**src/rtl/uart_pkg.sv**
```systemverilog
// -----------------------------------------------------------------------------
// uart_pkg
// Shared definitions for the buffered UART transmitter:
//   tx_state_t     bit-timing FSM states (PARITY only used with UART_TX_PARITY_EN)
//   UART_DATA_BITS payload width of one frame
//   clks_per_bit() clock cycles per serial bit, integer divide of CLK_HZ by BAUD
// -----------------------------------------------------------------------------
package uart_pkg;

    localparam int UART_DATA_BITS = 8;

    typedef enum logic [2:0] {
        IDLE,
        START,
        DATA,
        PARITY,
        STOP
    } tx_state_t;

    function automatic int clks_per_bit(input int clk_hz, input int baud);
        return clk_hz / baud;
    endfunction

endpackage

```
**src/rtl/uart_tx_fifo.sv**
```systemverilog
// -----------------------------------------------------------------------------
// uart_tx_fifo
// Small synchronous FIFO that buffers bytes waiting to be serialised.
// Ports:
//   clk      sole clock, posedge
//   reset    asynchronous active-high, empties the FIFO
//   i_push   write request, ignored while full
//   i_pop    read request, ignored while empty
//   i_data   write data
//   o_data   head of the FIFO (valid while !o_empty)
//   o_full   no free entry
//   o_empty  no stored entry
//   o_count  number of stored entries
// DEPTH must be a power of two so the pointers wrap naturally.
// -----------------------------------------------------------------------------
module uart_tx_fifo
    import uart_pkg::*;
#(
    parameter int WIDTH = UART_DATA_BITS,
    parameter int DEPTH = 4
) (
    input  logic                       clk,
    input  logic                       reset,
    input  logic                       i_push,
    input  logic                       i_pop,
    input  logic [WIDTH-1:0]           i_data,
    output logic [WIDTH-1:0]           o_data,
    output logic                       o_full,
    output logic                       o_empty,
    output logic [$clog2(DEPTH+1)-1:0] o_count
);

    localparam int PTR_W = $clog2(DEPTH);
    localparam int CNT_W = $clog2(DEPTH+1);

    logic [WIDTH-1:0] r_mem [DEPTH];
    logic [PTR_W-1:0] r_wr_ptr;
    logic [PTR_W-1:0] r_rd_ptr;
    logic [CNT_W-1:0] r_count;
    logic             w_push;
    logic             w_pop;

    // Fullness is judged on the registered count only, so a push is refused
    // when full even if the same edge pops an entry.
    assign o_full  = (r_count == CNT_W'(DEPTH));
    assign o_empty = (r_count == '0);
    assign w_push  = i_push && !o_full;
    assign w_pop   = i_pop && !o_empty;
    assign o_data  = r_mem[r_rd_ptr];
    assign o_count = r_count;

    // Storage has no reset; stale entries are never visible because count gates reads.
    always_ff @(posedge clk) begin
        if (w_push) begin
            r_mem[r_wr_ptr] <= i_data;
        end
    end

    // Pointers and occupancy; simultaneous push and pop leave the count unchanged.
    always_ff @(posedge clk or posedge reset) begin
        if (reset) begin
            r_wr_ptr <= '0;
            r_rd_ptr <= '0;
            r_count  <= '0;
        end else begin
            if (w_push) begin
                r_wr_ptr <= r_wr_ptr + 1'b1;
            end
            if (w_pop) begin
                r_rd_ptr <= r_rd_ptr + 1'b1;
            end
            case ({w_push, w_pop})
                2'b10:   r_count <= r_count + 1'b1;
                2'b01:   r_count <= r_count - 1'b1;
                default: r_count <= r_count;
            endcase
        end
    end

endmodule

```
**src/rtl/uart_tx_buffered.sv**
```systemverilog
// -----------------------------------------------------------------------------
// uart_tx_buffered
// Buffered UART transmitter, LSB first, line idles high. Bytes arrive on a
// valid/ready port, wait in a small FIFO and are serialised by a bit-timing FSM.
// Build option: define UART_TX_PARITY_EN for 8E1 framing (even parity bit after
// the data bits); otherwise frames are 8N1. The port list is the same in both.
// Ports:
//   clk         sole clock, posedge
//   reset       asynchronous active-high, clears all state and forces the line high
//   tx_data     byte to send, taken when tx_valid && tx_ready
//   tx_valid    producer has a byte
//   tx_ready    FIFO not full
//   serial_out  registered UART line
//   busy        registered alongside serial_out: high while a frame is on the line
//               or bytes are buffered
//   fifo_count  bytes currently buffered
//   overflow    sticky, set by tx_valid while !tx_ready, cleared only by reset
// -----------------------------------------------------------------------------
module uart_tx_buffered
    import uart_pkg::*;
#(
    parameter int CLK_HZ     = 25_000_000,
    parameter int BAUD       = 9600,
    parameter int FIFO_DEPTH = 4
) (
    input  logic                            clk,
    input  logic                            reset,
    input  logic [UART_DATA_BITS-1:0]       tx_data,
    input  logic                            tx_valid,
    output logic                            tx_ready,
    output logic                            serial_out,
    output logic                            busy,
    output logic [$clog2(FIFO_DEPTH+1)-1:0] fifo_count,
    output logic                            overflow
);

    localparam int CLKS_PER_BIT = clks_per_bit(CLK_HZ, BAUD);
    localparam int BAUD_W       = (CLKS_PER_BIT > 1) ? $clog2(CLKS_PER_BIT) : 1;
    localparam logic [BAUD_W-1:0] BAUD_LAST = BAUD_W'(CLKS_PER_BIT - 1);
    localparam logic [2:0]        LAST_BIT  = 3'(UART_DATA_BITS - 1);

    tx_state_t                 r_state;
    tx_state_t                 w_next_state;
    logic [BAUD_W-1:0]         r_baud_cnt;
    logic [2:0]                r_bit_idx;
    logic [UART_DATA_BITS-1:0] r_shift;
    logic                      r_serial;
    logic                      r_busy;
    logic                      r_overflow;
`ifdef UART_TX_PARITY_EN
    logic                      r_parity;
`endif
    logic [UART_DATA_BITS-1:0] w_fifo_data;
    logic                      w_full;
    logic                      w_empty;
    logic                      w_pop;
    logic                      w_bit_done;
    logic                      w_line;

    uart_tx_fifo #(
        .WIDTH (UART_DATA_BITS),
        .DEPTH (FIFO_DEPTH)
    ) u_fifo (
        .clk     (clk),
        .reset   (reset),
        .i_push  (tx_valid),
        .i_pop   (w_pop),
        .i_data  (tx_data),
        .o_data  (w_fifo_data),
        .o_full  (w_full),
        .o_empty (w_empty),
        .o_count (fifo_count)
    );

    assign tx_ready   = !w_full;
    assign serial_out = r_serial;
    assign busy       = r_busy;
    assign overflow   = r_overflow;
    assign w_bit_done = (r_baud_cnt == BAUD_LAST);

    // Next state, FIFO pop and the line level for the current state. The line
    // level is registered, so serial_out trails the state by one clock.
    always_comb begin
        w_next_state = r_state;
        w_pop        = 1'b0;
        w_line       = 1'b1;
        case (r_state)
            IDLE: begin
                if (!w_empty) begin
                    w_pop        = 1'b1;
                    w_next_state = START;
                end
            end
            START: begin
                w_line = 1'b0;
                if (w_bit_done) begin
                    w_next_state = DATA;
                end
            end
            DATA: begin
                w_line = r_shift[0];
                if (w_bit_done && (r_bit_idx == LAST_BIT)) begin
`ifdef UART_TX_PARITY_EN
                    w_next_state = PARITY;
`else
                    w_next_state = STOP;
`endif
                end
            end
`ifdef UART_TX_PARITY_EN
            PARITY: begin
                w_line = r_parity;
                if (w_bit_done) begin
                    w_next_state = STOP;
                end
            end
`endif
            STOP: begin
                // Chain straight into the next start bit when bytes are waiting.
                if (w_bit_done) begin
                    if (!w_empty) begin
                        w_pop        = 1'b1;
                        w_next_state = START;
                    end else begin
                        w_next_state = IDLE;
                    end
                end
            end
            default: w_next_state = IDLE;
        endcase
    end

    // State, baud timing, shift register, line and status registers. Every
    // state change outside IDLE happens on w_bit_done, so reloading the baud
    // counter on w_bit_done covers both bit and state boundaries.
    always_ff @(posedge clk or posedge reset) begin
        if (reset) begin
            r_state    <= IDLE;
            r_baud_cnt <= '0;
            r_bit_idx  <= '0;
            r_shift    <= '0;
            r_serial   <= 1'b1;
            r_busy     <= 1'b0;
            r_overflow <= 1'b0;
`ifdef UART_TX_PARITY_EN
            r_parity   <= 1'b0;
`endif
        end else begin
            r_state  <= w_next_state;
            r_serial <= w_line;
            r_busy   <= (r_state != IDLE) || !w_empty;
            if (tx_valid && !tx_ready) begin
                r_overflow <= 1'b1;
            end
            if (w_bit_done || (r_state == IDLE)) begin
                r_baud_cnt <= '0;
            end else begin
                r_baud_cnt <= r_baud_cnt + 1'b1;
            end
            if (w_pop) begin
                r_shift   <= w_fifo_data;
                r_bit_idx <= '0;
`ifdef UART_TX_PARITY_EN
                r_parity  <= ^w_fifo_data;
`endif
            end else if ((r_state == DATA) && w_bit_done) begin
                r_shift   <= r_shift >> 1;
                r_bit_idx <= r_bit_idx + 1'b1;
            end
        end
    end

endmodule

```
**config.mk**
```make
export PLATFORM = sky130hd
export DESIGN_NAME = uart_tx_buffered
export DESIGN_NICKNAME = d
export VERILOG_FILES = /design/src/rtl/uart_pkg.sv /design/src/rtl/uart_tx_fifo.sv /design/src/rtl/uart_tx_buffered.sv
export SDC_FILE = /design/constraint.sdc
export NUM_CORES = 1
export LEC_CHECK = 0
export CORE_MARGIN = 10
export CORE_UTILIZATION = 35
export CTS_BUF_LIST = sky130_fd_sc_hd__clkbuf_4 sky130_fd_sc_hd__clkbuf_8 sky130_fd_sc_hd__clkbuf_16
export DETAILED_ROUTE_END_ITERATION = 6
export SLEW_MARGIN = 20
export SYNTH_ARGS = -nofsm -noshare
export SYNTH_HDL_FRONTEND = slang
export SYNTH_SLANG_ARGS = --single-unit
```
**constraint.sdc**
```tcl
create_clock -name clk -period 7.6 [get_ports clk]
set_clock_uncertainty 0.05 [all_clocks]
set_input_delay 1.52 -clock clk [delete_from_list [all_inputs] [get_ports clk]]
set_output_delay 1.52 -clock clk [all_outputs]
set_load 0.05 [all_outputs]
```
==> flow_metrics.py, run 1 <==
metrics = {
    "logic_synthesis": {
        "syn_nets": 222,
        "yosysMostFrequentCell": "dfrtp_1",
        "synthMuxAreaShare_pct": 8.73,
        "synth_edf_count": 32,
        "synth-adder-area-share_pct": 4.05,
        "synth-seq-cells": 68,
        "syn_inst": 202,
        "postSynth.asyncResetShare_pct": 52.9,
        "ys_top_cells_by_count": "35 x dfrtp_1, 32 x edfxtp_1, 18 x nor2_1",
        "synthSimpleGateAreaFrac_pct": 12.9,
        "synth_compound_area_share_pct": 4.77,
        "avgSynthCellArea_sq_um": 14.7,
        "synth_area_leaders": "edfxtp_1 32%, dfrtp_1 30%, mux4_2 6.1%, ha_1 3.4%, xor2_1 2.7%",
        "netlist_area_sq_um": 2970,
        "synth_top_area_cell": "edfxtp_1",
        "synth_top_family_by_area": "simple AND/OR/NAND/NOR gates",
        "yosysSeqAreaShare_pct": 62.8,
        "yosysTopAreaCellShare_pct": 32.4,
        "ys.flop_type": "dfrtp_1",
        "yosys.cell_types.count": 46,
        "ys_warn_count": 0,
        "synth_xor_area_share_pct": 4.73,
    },
    "cts": {
        "cts_buffer_depth": 2,
        "cts_root_buffer": "clkbuf_8",
        "tritoncts": "built",
        "cts_resized": 0,
        "postCtsHoldBufs": 0,
        "htreeDepth": 3,
        "clock_sinks": 68,
        "cts_buffers": 9,
        "post_cts_buffers": 0,
        "insertion_delay_ns": 0.34,
        "cts.clk_slew.worst_paths_ns": 0.07,
    },
    "timing": {
        "finalSetupTns_ns": 0,
        "rsz0062_at_grt": "no",
        "relSlewSlack_pct": 60.8,
        "fmax_ghz": 0.290,
        "worst_pin_slew_ns": 0.587,
        "setup_viol": 0,
        "drv_slew": 0,
        "period_share_pct": 45.4,
        "finalHoldViolCount": 0,
        "layout_min_cycle_time_ns": 3.45,
    },
    "critical_path": {
        "required_ns": 6.03,
        "crit_type": "flip-flop to output pin",
        "path_delay_family": "buffers and inverters",
        "max_stage_delay_ns": 0.83,
        "cp-start-kind": "flip-flop",
        "worstSetupEndpointType": "output pin",
        "arrival_ns": 1.88,
        "path_max_fanout": 6,
        "slowest_stage": "clkdlybuf4s50_1",
        "critical_path_buf_inv_count": 1,
        "crit_chain": "nor2_1 > nand2_1 > clkdlybuf4s50_1",
    },
    "worst_hold_path": {
        "min_path_type": "flip-flop to flip-flop",
    },
    "floorplanning": {
        "die_x_um": 112,
        "initial_core_util_pct": 36.1,
        "dieHeight_um": 112,
        "fp.coreArea_sq_um": 8220,
        "dieArea_sq_um": 12600,
        "ios": 18,
        "rows": 33,
    },
    "grt": {
        "antenna_found_initial": 0,
        "grt_pass1_vias": 1690,
        "grt_overflow": 0,
        "grt.total_usage_pct": 8.22,
        "grt_start_max_net_pins": 37,
        "grt_pass1_wl_um": 8490,
    },
    "cells_and_area": {
        "diodes": 0,
        "fillers": 751,
        "multi_input_area_sq_um": 1040,
        "drive_gt1_share_pct": 16.1,
        "register_area_sq_um": 1860,
        "syn2layout_area_growth_pct": 16.7,
        "stdcell_count": 335,
        "nNetsFinal": 245,
    },
    "pwr": {
        "p_leak_nw": 1.36,
        "ir_worst_vdd_uv": 160,
        "p_per_area_nw_per_um2": 330,
    },
    "route": {
        "vias": 1647,
        "ant_nets": 0,
        "drt_iter0_drc": 60,
        "routed_wl_um": 4910,
        "routed.top_layer": "met4",
        "viasPerCell": 4.92,
        "wl_per_cell_um": 14.7,
        "dr.pass1.iters": 4,
        "met3WireLength_um": 178,
        "drt-met1-wl_um": 2360,
        "drc_errors": 0,
        "met2_length_um": 2280,
    },
    "place": {
        "post-dp-hpwl_um": 3380,
        "dp.cells": 319,
        "place_congestion": 0.729,
        "port_buffers": 17,
    },
    "run": {
        "cap_violations": 0,
    },
    "status": {
        "status": "completed",
    },
}
## area by class of cell
type,instances,area share (%)
Tap cell,105,3.80
Clock inverter,7,2.89
Inverter,6,0.651
Timing Repair Buffer,18,5.13
Clock buffer,9,3.58
Multi-Input combinational cell,122,30.1
Sequential cell,68,53.8
## worst paths after layout
path	from	end	slack, ns	cells past startpoint
setup / recovery	u_fifo.o_count[0]$_DFFE_PP0P_	tx_ready	4.15	3
hold / removal	r_baud_cnt[0]$_DFF_PP0_	r_baud_cnt[0]$_DFF_PP0_	0.43	1
setup reg to reg	r_baud_cnt[0]$_DFF_PP0_	u_fifo.o_count[2]$_DFFE_PP0P_	5.06	9
hold reg to reg	r_baud_cnt[0]$_DFF_PP0_	r_baud_cnt[0]$_DFF_PP0_	0.43	1
max in group asynchronous	reset	serial_out$_DFF_PP1_	5.62	3
min in group asynchronous	reset	r_baud_cnt[4]$_DFF_PP0_	1.53	3
## cells by family (layout without fill, tap and decap cells)
family / after synthesis / after routing
flops: 68 / 68
simple gates: 64 / 64
compound gates: 18 / 18
xor+xnor: 16 / 16
mux: 15 / 15
buf+inv: 12 / 40
fa+ha+maj: 9 / 9
## report_power, final
part	internal (mW)	total, mW	switching [mW]
logic	0.129	0.267	0.138
clock network	0.186	0.328	0.142
registers	0.474	0.546	0.0717
## state kept, by name, summed over array words and instances (netlist names), 2 cells and up
| name | cells |
|---|---|
| u_fifo.r_mem | 32 |
| r_baud_cnt | 12 |
| r_shift | 8 |
| r_bit_idx | 3 |
| r_state | 3 |
| u_fifo.o_count | 3 |
| u_fifo.r_rd_ptr | 2 |
| u_fifo.r_wr_ptr | 2 |
## metrics by stage
step	power, mW	worst slack, ns	instance area [sq um]	utilization (%)	hold slack [ns]
global route	1.21	4.00	3460	42.1	0.459
global placement	0.825	4.28	3240	39.4	0.420
detailed placement	0.829	4.22	3240	39.4	0.422
CTS	1.16	4.12	3460	42.1	0.435
floorplan	0.739	4.79	2970	-	0.393
finish	1.14	4.15	3460	42.1	0.435
## layout by cell type (no fill, tap or decap), types with 4 or more instances in the layout
cell type	instances
nand2b_1	4
mux4_2	8
nand2_1	7
dfrtp_1	35
a21oi_1	4
clkbuf_8	9
xor2_1	9
ha_1	8
and3_1	11
inv_1	6
xnor2_1	7
nand3_1	6
edfxtp_1	32
clkdlybuf4s50_1	17
nor2_1	18
a221o_1	5
## routing by layer
| layer | vias up | track usage (%) |
|---|---|---|
| met5 | - | 0 |
| met4 | 0 | 4.06 |
| met2 | 26 | 12.3 |
| li1 | 794 | - |
| met3 | 8 | 2.40 |
| met1 | 819 | 10.6 |
(Power assumes the default switching activity.)
==> inputs of run 2 (changes only) <==
==> constraint.sdc (replaced) <==
create_clock -name clk -period 3.3 [get_ports clk]
set_clock_uncertainty 0.05 [all_clocks]
set_input_delay 0.66 -clock clk [delete_from_list [all_inputs] [get_ports clk]]
set_output_delay 0.66 -clock clk [all_outputs]
set_load 0.05 [all_outputs]
==> run 2 against run 1 <==
Compared with the run above: first-iteration DRC count up 17%; clock power grew 110%; die area did not move; global-route usage is 0.20 points higher; cell count did not move; critical path depth unchanged; count of clock-buffer cells in the layout unchanged; critical path type unchanged.
==> flow_metrics.py, run 2 (same netlist as run 1, synthesis figures left out) <==
metrics = {
    "status": {
        "status": "completed",
    },
    "critical_path": {
        "reg2reg_depth": 9,
        "max_stage_delay_ns": 0.84,
        "crit_type": "flip-flop to output pin",
        "slowest_stage": "clkdlybuf4s50_1",
        "path_max_fanout": 6,
        "crit_chain": "nor2_1 > nand2_1 > clkdlybuf4s50_1",
        "crit_path_end": "tx_ready",
        "cp-start-kind": "flip-flop",
        "reg2reg_from": "r_baud_cnt[0]$_DFF_PP0_",
        "worstSetupEndpointType": "output pin",
        "required_ns": 2.59,
        "rr_endpoint": "u_fifo.o_count[2]$_DFFE_PP0P_",
        "rrSetupSlack_ns": 0.80,
        "crit_start": "u_fifo.o_count[0]$_DFFE_PP0P_",
        "arrival_ns": 1.90,
    },
    "pwr": {
        "intPower_mw": 1.74,
        "p_switching_mw": 0.820,
        "power.clock.fraction_pct": 26.9,
        "p_seq_share_pct": 49.2,
        "p_per_area_nw_per_um2": 744,
        "ir_worst_vdd_uv": 361,
        "p_leak_nw": 1.35,
        "comb_power_share_pct": 23.9,
        "p_sw_share_pct": 32.0,
        "totalPowerFinal_mw": 2.56,
    },
    "route": {
        "viasPerCell": 4.85,
        "ant_nets": 0,
        "wl_per_cell_um": 14.9,
        "drt_iter0_drc": 70,
        "drc_errors": 0,
        "vias": 1625,
        "dr.pass1.iters": 4,
        "routed_wl_um": 4990,
    },
    "grt": {
        "antenna_found_initial": 0,
        "grt_pass1_vias": 1752,
        "grt_start_max_net_pins": 37,
        "grt_pass1_wl_um": 8520,
        "grt_overflow": 0,
        "grt.total_usage_pct": 8.42,
    },
    "run": {
        "cap_violations": 0,
    },
    "timing": {
        "drv_slew": 0,
        "layout_min_cycle_time_ns": 2.61,
        "period_share_pct": 79.1,
        "rsz0062_at_grt": "no",
        "timing.final.ws_setup_ns": 0.691,
        "relSlewSlack_pct": 60.3,
        "finalSetupTns_ns": 0,
        "fmax_ghz": 0.383,
        "worst_pin_slew_ns": 0.595,
        "setup_viol": 0,
        "finalHoldViolCount": 0,
    },
    "cells_and_area": {
        "reg_top3": "u_fifo.r_mem: 32 flops, r_baud_cnt: 12 flops, r_shift: 8 flops",
        "stdcell_count": 335,
        "diodes": 0,
        "largest_register_ffs": 32,
        "top_register": "u_fifo.r_mem",
        "layout_commonest_cell": "dfrtp_1",
        "fillers": 756,
        "nNetsFinal": 245,
        "syn2layout_area_growth_pct": 15.9,
        "stdcell_area_sq_um": 3440,
        "drive_gt1_share_pct": 16.1,
        "final_cell_mix": "35 x dfrtp_1, 32 x edfxtp_1, 18 x nor2_1, 17 x clkdlybuf4s50_1, 11 x and3_1",
    },
    "place": {
        "placed_area_sq_um": 3240,
        "post-dp-hpwl_um": 3480,
        "place_congestion": 0.731,
        "port_buffers": 17,
        "dp_slack_ns": 0.783,
        "dp.cells": 319,
    },
    "cts": {
        "htreeDepth": 3,
        "cts_buffer_depth": 2,
        "cts_root_buffer": "clkbuf_8",
        "cts_resized": 0,
        "post_cts_buffers": 0,
        "cts_buffers": 9,
        "insertion_delay_ns": 0.34,
        "postCtsHoldBufs": 0,
        "tritoncts": "built",
        "clock_sinks": 68,
        "cts.clk_slew.worst_paths_ns": 0.07,
    },
    "floorplanning": {
        "initial_core_util_pct": 36.1,
        "ios": 18,
        "dieHeight_um": 112,
        "fp.coreArea_sq_um": 8220,
        "die_x_um": 112,
        "dieArea_sq_um": 12600,
        "rows": 33,
    },
    "worst_hold_path": {
        "min_path_type": "flip-flop to flip-flop",
    },
}
==> run 2: cell types whose count changed in the layout (fill, tap and decap cells not counted) <==
cell / delta
clkinvlp_4: -1
clkinv_4: +1
bufinv_16: -1
clkinv_2: +1
==> run 2: worst max-delay path: cells and delay by family (launching register included) <==
family                 cells  cell delay [ns]
AND/OR/NAND/NOR            2             0.25
flip-flops                 1             0.47
buffers and inverters      1             0.84
==> run 2: power by group through the flow <==
stage	clock, mW	combinational (mW)	sequential (mW)
2_1_floorplan	0	0.411	1.29
3_3_place_gp	0	0.619	1.27
3_5_place_dp	0	0.625	1.28
4_1_cts	0.712	0.627	1.26
5_1_grt	0.751	0.676	1.29
6_report	0.687	0.612	1.26
==> run 2: layout make-up <==
cell class | count | area [sq um] | share of cell area [%]
Sequential cell | 68 | 1860 | 54.2
Multi-Input combinational cell | 122 | 1040 | 30.3
Timing Repair Buffer | 18 | 178 | 5.17
Tap cell | 105 | 131 | 3.82
Clock buffer | 9 | 124 | 3.60
Clock inverter | 7 | 76.3 | 2.22
Inverter | 6 | 22.5 | 0.655
==> run 2: layer usage <==
metal	global-route usage [%]	wire length (um)
met4	3.30	58
met3	3.73	197
met5	0	0
met1	10.7	2470
met2	12.3	2270
==> run 2: how the worst min path moves through the flow <==
stage | start | end | slack (ns) | cells past startpoint
CTS | r_baud_cnt[0]$_DFF_PP0_ | r_baud_cnt[0]$_DFF_PP0_ | 0.43 | 1
global placement | r_baud_cnt[0]$_DFF_PP0_ | r_baud_cnt[0]$_DFF_PP0_ | 0.41 | 1
detailed placement | r_baud_cnt[0]$_DFF_PP0_ | r_baud_cnt[0]$_DFF_PP0_ | 0.42 | 1
floorplan | r_state[2]$_DFFE_PP0P_ | r_state[1]$_DFFE_PP0P_ | 0.39 | 1
finish | r_baud_cnt[0]$_DFF_PP0_ | r_baud_cnt[0]$_DFF_PP0_ | 0.43 | 1
global route | r_baud_cnt[0]$_DFF_PP0_ | r_baud_cnt[0]$_DFF_PP0_ | 0.46 | 1
==> run 2: through the flow <==
stage	hold WS [ns]	util, %
after floorplan	0.393	-
after global placement	0.411	39.4
after detailed placement	0.422	39.4
after CTS	0.432	41.8
after global routing	0.464	41.8
final	0.429	41.8
